--- src/rtl/elink_trig_frame_sync_if.sv ---
// Voted trigger word stream in, aligned payload and link status out.
interface elink_trig_frame_sync_if #(
   parameter int SEU_CNT_W = 16
);
   logic [11:0]          voted_in;
   logic                 in_valid;
   logic                 seu_clear;
   logic [9:0]           trig_data;
   logic                 trig_valid;
   logic                 trig_sof;
   logic                 locked;
   logic                 align_err;
   logic [SEU_CNT_W-1:0] seu_count;

   modport master (
      output voted_in, in_valid, seu_clear,
      input  trig_data, trig_valid, trig_sof, locked, align_err, seu_count
   );

   modport slave (
      input  voted_in, in_valid, seu_clear,
      output trig_data, trig_valid, trig_sof, locked, align_err, seu_count
   );
endinterface

--- src/rtl/elink_trig_frame_sync.sv ---
// Frame aligner for the voted elink trigger stream: hunts for the sync header,
// verifies it, tracks lock with a flywheel and emits payload words.
module elink_trig_frame_sync #(
   parameter logic [9:0] SYNC_WORD  = 10'h3C5,
   parameter int         FRAME_LEN  = 4,
   parameter int         LOCK_CNT   = 3,
   parameter int         UNLOCK_CNT = 2,
   parameter int         SEU_CNT_W  = 16
) (
   input logic                    clk,
   input logic                    rst,
   elink_trig_frame_sync_if.slave lnk
);

   localparam int DATA_W = 10;

   typedef enum logic [1:0] {
      HUNT   = 2'd0,
      VERIFY = 2'd1,
      LOCKED = 2'd2
   } state_t;

   function automatic logic [SEU_CNT_W-1:0] sat_inc(input logic [SEU_CNT_W-1:0] v);
      return (&v) ? v : v + 1'b1;
   endfunction

   logic [DATA_W-1:0]    data_p0;
   logic                 vld_p0;

   state_t               state_p1, state_nxt;
   logic [3:0]           slot_p1, slot_nxt, slot_wrap;
   logic [2:0]           good_p1, good_nxt, good_inc;
   logic [2:0]           bad_p1, bad_nxt, bad_inc;
   logic                 hdr_ok;

   logic                 emit_nxt, sof_nxt, err_nxt;
   logic [DATA_W-1:0]    trig_data_p1;
   logic                 trig_valid_p1, trig_sof_p1, align_err_p1, locked_p1;
   logic [SEU_CNT_W-1:0] seu_cnt;

   // The reserved voter bit is deliberately not consumed.
   logic                 unused_rsvd;
   assign unused_rsvd = lnk.voted_in[11];

   // ---- stage p0: input register
   always_ff @(posedge clk) begin
      if (rst) begin
         data_p0 <= '0;
         vld_p0  <= 1'b0;
      end else begin
         data_p0 <= lnk.voted_in[DATA_W-1:0];
         vld_p0  <= lnk.in_valid;
      end
   end

   // ---- stage p1: alignment state machine and output registers
   assign hdr_ok    = (data_p0 == SYNC_WORD);
   assign slot_wrap = (slot_p1 == 4'(FRAME_LEN)) ? 4'd0 : slot_p1 + 4'd1;
   assign good_inc  = good_p1 + 3'd1;
   assign bad_inc   = bad_p1 + 3'd1;

   always_comb begin
      state_nxt = state_p1;
      slot_nxt  = slot_p1;
      good_nxt  = good_p1;
      bad_nxt   = bad_p1;
      emit_nxt  = 1'b0;
      sof_nxt   = 1'b0;
      err_nxt   = 1'b0;

      if (vld_p0) begin
         case (state_p1)
            HUNT: begin
               if (hdr_ok) begin
                  slot_nxt = 4'd1;
                  bad_nxt  = 3'd0;
                  if (LOCK_CNT == 1) begin
                     state_nxt = LOCKED;
                     good_nxt  = 3'd0;
                  end else begin
                     state_nxt = VERIFY;
                     good_nxt  = 3'd1;
                  end
               end
            end

            VERIFY: begin
               slot_nxt = slot_wrap;
               if (slot_p1 == 4'd0) begin
                  if (!hdr_ok) begin
                     // Back to hunting; the bad word is not re-examined as a header.
                     state_nxt = HUNT;
                     good_nxt  = 3'd0;
                     slot_nxt  = 4'd0;
                  end else if (good_inc == 3'(LOCK_CNT)) begin
                     state_nxt = LOCKED;
                     good_nxt  = 3'd0;
                     bad_nxt   = 3'd0;
                  end else begin
                     good_nxt = good_inc;
                  end
               end
            end

            LOCKED: begin
               slot_nxt = slot_wrap;
               if (slot_p1 == 4'd0) begin
                  if (hdr_ok) begin
                     bad_nxt = 3'd0;
                  end else begin
                     err_nxt = 1'b1;
                     if (bad_inc == 3'(UNLOCK_CNT)) begin
                        state_nxt = HUNT;
                        bad_nxt   = 3'd0;
                        slot_nxt  = 4'd0;
                     end else begin
                        bad_nxt = bad_inc;
                     end
                  end
               end else begin
                  emit_nxt = 1'b1;
                  sof_nxt  = (slot_p1 == 4'd1);
               end
            end

            default: begin
               state_nxt = HUNT;
               slot_nxt  = 4'd0;
               good_nxt  = 3'd0;
               bad_nxt   = 3'd0;
            end
         endcase
      end
   end

   always_ff @(posedge clk) begin
      if (rst) begin
         state_p1      <= HUNT;
         slot_p1       <= 4'd0;
         good_p1       <= 3'd0;
         bad_p1        <= 3'd0;
         trig_data_p1  <= '0;
         trig_valid_p1 <= 1'b0;
         trig_sof_p1   <= 1'b0;
         align_err_p1  <= 1'b0;
         locked_p1     <= 1'b0;
      end else begin
         state_p1      <= state_nxt;
         slot_p1       <= slot_nxt;
         good_p1       <= good_nxt;
         bad_p1        <= bad_nxt;
         trig_data_p1  <= emit_nxt ? data_p0 : '0;
         trig_valid_p1 <= emit_nxt;
         trig_sof_p1   <= sof_nxt;
         align_err_p1  <= err_nxt;
         locked_p1     <= (state_nxt == LOCKED);
      end
   end

   // SEU tally works on the raw input so a clear and a flagged word in the
   // same cycle resolve against each other directly.
   always_ff @(posedge clk) begin
      if (rst || lnk.seu_clear) begin
         seu_cnt <= '0;
      end else if (lnk.in_valid && lnk.voted_in[10]) begin
         seu_cnt <= sat_inc(seu_cnt);
      end
   end

   assign lnk.trig_data  = trig_data_p1;
   assign lnk.trig_valid = trig_valid_p1;
   assign lnk.trig_sof   = trig_sof_p1;
   assign lnk.align_err  = align_err_p1;
   assign lnk.locked     = locked_p1;
   assign lnk.seu_count  = seu_cnt;

endmodule

--- src/flat_wrapper.sv ---
// flat-port wrapper written by rule: the top's interface ports become plain ports
module elink_trig_frame_sync_flat 
#(
   parameter logic [9:0] SYNC_WORD  = 10'h3C5,
   parameter int         FRAME_LEN  = 4,
   parameter int         LOCK_CNT   = 3,
   parameter int         UNLOCK_CNT = 2,
   parameter int         SEU_CNT_W  = 16
)
  (clk, rst, lnk_voted_in, lnk_in_valid, lnk_seu_clear, lnk_trig_data, lnk_trig_valid, lnk_trig_sof, lnk_locked, lnk_align_err, lnk_seu_count);
  elink_trig_frame_sync_if #(.SEU_CNT_W(SEU_CNT_W)) lnk_i ();
  input logic clk;
  input logic rst;
  input wire logic [$bits(lnk_i.voted_in)-1:0] lnk_voted_in;
  input wire logic [$bits(lnk_i.in_valid)-1:0] lnk_in_valid;
  input wire logic [$bits(lnk_i.seu_clear)-1:0] lnk_seu_clear;
  output wire logic [$bits(lnk_i.trig_data)-1:0] lnk_trig_data;
  output wire logic [$bits(lnk_i.trig_valid)-1:0] lnk_trig_valid;
  output wire logic [$bits(lnk_i.trig_sof)-1:0] lnk_trig_sof;
  output wire logic [$bits(lnk_i.locked)-1:0] lnk_locked;
  output wire logic [$bits(lnk_i.align_err)-1:0] lnk_align_err;
  output wire logic [$bits(lnk_i.seu_count)-1:0] lnk_seu_count;
  assign lnk_i.voted_in = lnk_voted_in;
  assign lnk_i.in_valid = lnk_in_valid;
  assign lnk_i.seu_clear = lnk_seu_clear;
  assign lnk_trig_data = lnk_i.trig_data;
  assign lnk_trig_valid = lnk_i.trig_valid;
  assign lnk_trig_sof = lnk_i.trig_sof;
  assign lnk_locked = lnk_i.locked;
  assign lnk_align_err = lnk_i.align_err;
  assign lnk_seu_count = lnk_i.seu_count;
  elink_trig_frame_sync #(.SYNC_WORD(SYNC_WORD), .FRAME_LEN(FRAME_LEN), .LOCK_CNT(LOCK_CNT), .UNLOCK_CNT(UNLOCK_CNT), .SEU_CNT_W(SEU_CNT_W)) u_core (.clk(clk), .rst(rst), .lnk(lnk_i));
endmodule
--- config.mk ---
export PLATFORM = sky130hd
export DESIGN_NAME = elink_trig_frame_sync_flat
export DESIGN_NICKNAME = d
export VERILOG_FILES = /design/src/rtl/elink_trig_frame_sync_if.sv /design/src/rtl/elink_trig_frame_sync.sv /design/src/flat_wrapper.sv
export SDC_FILE = /design/constraint.sdc
export NUM_CORES = 1
export LEC_CHECK = 0
export ABC_AREA = 1
export CAP_MARGIN = 20
export CORE_ASPECT_RATIO = 1.2
export CORE_MARGIN = 3
export CORE_UTILIZATION = 55
export DETAILED_ROUTE_END_ITERATION = 6
export PLACE_DENSITY = 0.84
export SLEW_MARGIN = 25
export SYNTH_ARGS = -nofsm -noshare
export SYNTH_HDL_FRONTEND = slang
export SYNTH_SLANG_ARGS = --single-unit
--- constraint.sdc ---
create_clock -name clk -period 4 [get_ports clk]
set_input_delay 0.8 -clock clk [delete_from_list [all_inputs] [get_ports clk]]
set_output_delay 0.8 -clock clk [all_outputs]
set_load 0.02 [all_outputs]
==> results.yml, run 1 <==
critical_path:
  path_class: "reg -> out"
  slowest_delay_ps: 660
  path_max_fanout: 6
  cp_cell_sequence: "clkdlybuf4s50_1"
  required_ps: 3200
  crit_buf_inv: 1
  cp-start-kind: "register"
  crit_path_top_delay_cell: "clkdlybuf4s50_1"
  r2r-start: "u_core.lnk.seu_count[0]$_SDFFE_PP0P_"
  cp.arrival_ps: 1440
  r2r_slack_ps: 2160
  cp_top_family: "buffers and inverters"
  startpoint: "u_core.lnk.seu_count[6]$_SDFFE_PP0P_"
  end_kind: "output pin"
detailed_routing:
  post_drt_wl_per_cell_um: 11.0
  drc_errors: 0
  num_vias: 2213
  met2_length_mm: 2.53
  wl_met1_mm: 2.07
  ant_nets: 0
  drt-total-wl_mm: 4.94
  viasPerCell: 4.94
  wl_met3_um: 176
  top_layer: "met4"
  dr.pass1.iters: 4
  drtIter0Drc: 157
sta:
  setup_viol: 0
  rsz0062_at_grt: "no"
  finClkSkew_ps: 11.2
  finalSetupTns_ps: 0
  tightest_slew_ps: 680
  fin_hold_ws_ps: 440
  drv_slew: 0
  fmax_mhz: 447
  final_hold_viol_count: 0
  finalCritPeriodShare: 0.559
  min_period_ps: 2240
  slew_headroom: 0.545
global_route:
  grtUsageTotal: 0.216
  grt_start_max_net_pins: 20
  overflow: 0
  antenna_found_initial: 0
  grt_pass1_vias: 2099
  grt_pass1_wl_mm: 8.78
synth:
  syn_area_per_cell_um2: 7.01
  yosys_most_used_dff: "dfxtp_1"
  synth_top_cell_area_share: 0.438
  ys_ff_latch: 53
  synth_nets: 370
  synth_top_cells_by_count: "nand2_1 (65), nor2_1 (65), inv_1 (64)"
  yosys_warnings: 0
  synth_edf_count: 0
  synth_top_area_cell: "dfxtp_1"
  ys_types: 30
  async_flop_share: 0
  ys_seq_area_frac: 0.438
  syn_area_um2: 2420
  yosys-top-cells-area: "dfxtp_1 (44%), nand2_1 (10%), nor2_1 (10%)"
  syn-instance-count: 346
pwr:
  power.share.clock: 0.354
  p_leak_uw: 0.00125
  p_switching_uw: 213
  switching_share: 0.237
  combPwrFrac: 0.047
  ir_drop_mv: 0.201
  sequentialPowerShare: 0.599
  intPower_uw: 685
  pwr_density_cell_nw_per_um2: 298
clock_network:
  hold_buffers: 0
  cts.sinks: 53
  post_cts_resize_count: 0
  path_clk_slew_ps: 100
  cts_post_setup_buffers_inserted: 0
  numCtsBuffers: 5
  cts_buffer_depth: 2
  root_buffer: "clkbuf_8"
  cts_tree: "done"
  clk_latency_ps: 310
  h-tree-depth: 2
floorplanning:
  die_y_um: 78.7
  dieArea_um2: 5240
  initial_core_util: 0.592
  core-area_um2: 4100
  boundaryPins: 46
  num_rows: 25
  dieWidth_um: 66.6
final_layout:
  num_antenna_cells: 0
  final_nets: 417
  syn_to_final_growth_pct: 24.1
  drive_above_1_share: 0.0533
  layout.cells.non_filler: 448
place:
  portBuffers: 44
  dp.cells: 440
  gp_congestion: 0.931
  dp_hpwl_mm: 3.75
run:
  maxCapViolCount: 0
min_path:
  min_from: "u_core.data_p0[0]$_SDFF_PP0_"
  hold_class: "reg -> reg"
outcome:
  run_status: "complete, no violations"
==> power groups by stage <==
| stage | combinational [uW] | clock, uW | sequential (uW) |
|---|---|---|---|
| floorplan | 22.1 | 0 | 549 |
| global placement | 40.7 | 0 | 550 |
| detailed placement | 42.5 | 0 | 550 |
| CTS | 42.8 | 326 | 538 |
| global route | 47.5 | 350 | 539 |
| finish | 42.4 | 317 | 538 |
==> final timing paths <==
kind	endpoint	depth (start not counted)
worst max-delay path	lnk_seu_count[6]	1
worst min-delay path	u_core.lnk.trig_data[0]$_SDFF_PP0_	2
worst max register to register	u_core.lnk.seu_count[10]$_SDFFE_PP0P_	9
worst min register to register	u_core.lnk.trig_data[0]$_SDFF_PP0_	2
==> sequential cells by signal, indices dropped and copies added (netlist names) <==
signal and flops:
u_core.vld_p0 1, u_core.lnk.trig_sof 1, u_core.lnk.trig_data 10, u_core.lnk.trig_valid 1
u_core.bad_p1 3, u_core.good_p1 3, u_core.lnk.seu_count 16, u_core.lnk.locked 1
u_core.data_p0 10, u_core.lnk.align_err 1, u_core.state_p1 2, u_core.slot_p1 4
==> metrics by stage <==
stage | cell area, um^2 | power (uW) | util | worst slack [ps]
detailed placement | 2910 | 592 | 0.711 | 1450
CTS | 3010 | 907 | 0.735 | 1740
floorplan | 2420 | 571 | - | 2330
finish | 3010 | 898 | 0.735 | 1760
global placement | 2910 | 590 | 0.711 | 1510
global route | 3010 | 936 | 0.735 | 1660
==> placed cells by master, fill, tap and decap left out, drive strengths merged <==
cell | synthesis | layout
xor2 | 3 | 3
clkdlybuf4s50 | 0 | 44
clkbuf | 1 | 5
ha | 8 | 8
nor4 | 1 | 1
nand3b | 1 | 1
inv | 65 | 67
o211ai | 1 | 1
or4 | 1 | 1
nor2 | 67 | 67
dfxtp | 53 | 53
o21ai | 17 | 17
buf | 4 | 1
a21oi | 19 | 19
and3 | 1 | 1
xnor2 | 2 | 2
nand4 | 3 | 3
nor3b | 1 | 1
nand3 | 17 | 17
nor3 | 12 | 12
clkinv | 0 | 1
nand2 | 69 | 69
==> worst min-delay path, delay by kind of cell, from the launching register on <==
| family | cells | cell delay [ps] |
|---|---|---|
| buffers and inverters | 1 | 50 |
| flip-flops | 1 | 330 |
| AND/OR/NAND/NOR | 1 | 40 |
==> kinds of logic (layout without fill, tap and decap cells) <==
kind of cell               after synthesis  after routing  share of synthesized area
and+or+nand+nor                        173            173                      0.314
buffers and inverters                   70            118                      0.112
DFF                                     53             53                      0.438
AOI/OAI and AO/OA                       37             37                     0.0774
adders and majority gates                8              8                     0.0413
xor gates and xnor gates                 5              5                     0.0181
==> per-layer routing <==
layer	track usage	vias to the layer above
li1	-	1155
met1	0.238	986
met2	0.375	59
met3	0.0495	13
met4	0.116	0
met5	0	-
==> area by class of cell <==
type | instances | area [um^2]
sequential | 53 | 1060
tap | 54 | 67.6
timing repair buffer | 45 | 448
fill | 351 | 1090
multi-input combinational | 223 | 1090
clock buffer | 5 | 68.8
inverter | 65 | 244
clock inverter | 3 | 28.8
Power figures use the tool's default switching activity.
==> inputs of run 2 (changes only) <==
Settings changed: CORE_UTILIZATION 55 to 46, PLACE_DENSITY 0.84 to 0.75.
Clock period 4 ns to 1.97 ns, I/O delays scaled along.
==> results.yml, run 2 (synthesized netlist as in run 1, its figures left out) <==
sta:
  finalCritPeriodShare: 0.932
  setup_viol: 0
  fmax_mhz: 545
  drv_slew: 0
  min_period_ps: 1840
  tightest_slew_ps: 297
  finClkSkew_ps: 7.76
  final_hold_viol_count: 0
  finalSetupTns_ps: 0
  slew_headroom: 0.801
  rsz0062_at_grt: "no"
global_route:
  grt_pass1_vias: 2097
  grtUsageTotal: 0.173
  antenna_found_initial: 0
  grt_pass1_wl_mm: 8.60
  grt_start_max_net_pins: 20
  overflow: 0
clock_network:
  cts_buffer_depth: 2
  root_buffer: "clkbuf_8"
  cts_post_setup_buffers_inserted: 0
  clk_latency_ps: 310
  post_cts_resize_count: 0
  cts_tree: "done"
  cts.sinks: 53
  hold_buffers: 0
  numCtsBuffers: 5
  path_clk_slew_ps: 100
  h-tree-depth: 2
place:
  gp_congestion: 0.936
  portBuffers: 44
  dp_hpwl_mm: 3.66
  dp.cells: 448
detailed_routing:
  drt-total-wl_mm: 4.82
  ant_nets: 0
  drtIter0Drc: 86
  num_vias: 2154
  viasPerCell: 4.72
  drc_errors: 0
  dr.pass1.iters: 6
  post_drt_wl_per_cell_um: 10.6
pwr:
  sequentialPowerShare: 0.595
  power.share.clock: 0.358
  pwr_density_cell_nw_per_um2: 605
  intPower_uw: 1390
  ir_drop_mv: 0.428
  p_leak_uw: 0.00126
  combPwrFrac: 0.047
  switching_share: 0.241
  p_switching_uw: 441
critical_path:
  end_kind: "output pin"
  cp.arrival_ps: 1440
  slowest_delay_ps: 660
  crit_path_top_delay_cell: "clkdlybuf4s50_1"
  cp-start-kind: "register"
  required_ps: 1580
  crit_buf_inv: 1
  cp_top_family: "buffers and inverters"
  path_max_fanout: 6
  cp_cell_sequence: "clkdlybuf4s50_1"
  path_class: "reg -> out"
final_layout:
  num_antenna_cells: 0
  multi_input_area_um2: 1090
  seq_area_um2: 1060
  fillers: 472
  largest_reg_flops: 16
  drive_above_1_share: 0.0581
  final_cell_mix: "nand2_1 (65), nor2_1 (65), inv_1 (64)"
  layout.cells.non_filler: 456
  syn_to_final_growth_pct: 25.1
  final_nets: 419
run:
  maxCapViolCount: 0
floorplanning:
  die_y_um: 85.5
  num_rows: 28
  boundaryPins: 46
  dieWidth_um: 72.3
  dieArea_um2: 6180
  core-area_um2: 5010
  initial_core_util: 0.484
outcome:
  run_status: "complete, no violations"
min_path:
  hold_class: "reg -> reg"
[run 2: cell types whose count changed in the layout (fill, tap and decap cells not counted), sizes merged]
cell	change
buf	+2
[run 2: area by class of cell]
cell class	count	share of cell area
clock buffers	5	0.0227
clock inverters	3	0.00949
inverters	65	0.0804
multi-input cells	223	0.360
flip-flops and latches	53	0.350
well taps	60	0.0248
repair buffers	47	0.153
[run 2: path summary, 6_finish.rpt]
kind,from,endpoint,slack (ps),cells after the start
hold / removal,u_core.data_p0[7]$_SDFF_PP0_,u_core.lnk.trig_data[7]$_SDFF_PP0_,430,2
setup / recovery,u_core.lnk.seu_count[6]$_SDFFE_PP0P_,lnk_seu_count[6],130,1
hold reg to reg,u_core.data_p0[7]$_SDFF_PP0_,u_core.lnk.trig_data[7]$_SDFF_PP0_,430,2
setup reg to reg,u_core.lnk.seu_count[0]$_SDFFE_PP0P_,u_core.lnk.seu_count[2]$_SDFFE_PP0P_,190,9
[run 2: worst register-to-register path: stages (launching register included)]
cell	delay [ps]
dfxtp_1	410
ha_1	210
nand3_1	140
nor3_2	220
nand3_2	140
nand2_4	190
inv_2	110
nand2_1	100
o21ai_1	70
a21oi_1	140
[run 2: metrics by stage]
| stage | cell area, um^2 | setup slack, ps | hold WS [ps] | utilization | power, uW |
|---|---|---|---|---|---|
| 2_1_floorplan | 2420 | 300 | 408 | - | 1160 |
| 5_1_grt | 3030 | 4.13 | 447 | 0.605 | 1910 |
| 6_report | 3030 | 134 | 427 | 0.605 | 1830 |
| 3_5_place_dp | 2940 | 215 | 413 | 0.586 | 1200 |
| 4_1_cts | 3030 | 129 | 429 | 0.605 | 1870 |
| 3_3_place_gp | 2940 | 262 | 414 | 0.586 | 1200 |
[run 2: power groups by stage]
stage / clock (uW) / combinational, uW / sequential (uW)
after detailed placement: 0 / 87.2 / 1120
after global placement: 0 / 85.7 / 1120
after floorplan: 0 / 44.9 / 1120
after CTS: 687 / 87.8 / 1090
final: 657 / 86.6 / 1090
after global routing: 721 / 97.8 / 1090
[run 2: metal layers]
metal | share of wire | wire length, um | GRT usage | vias to the layer above
met4 | 0.018 | 85 | 0.0803 | 0
met5 | 0 | 0 | 0 | -
met2 | 0.50 | 2420 | 0.310 | 41
met1 | 0.44 | 2110 | 0.186 | 946
li1 | - | - | - | 1159
met3 | 0.042 | 203 | 0.0434 | 8
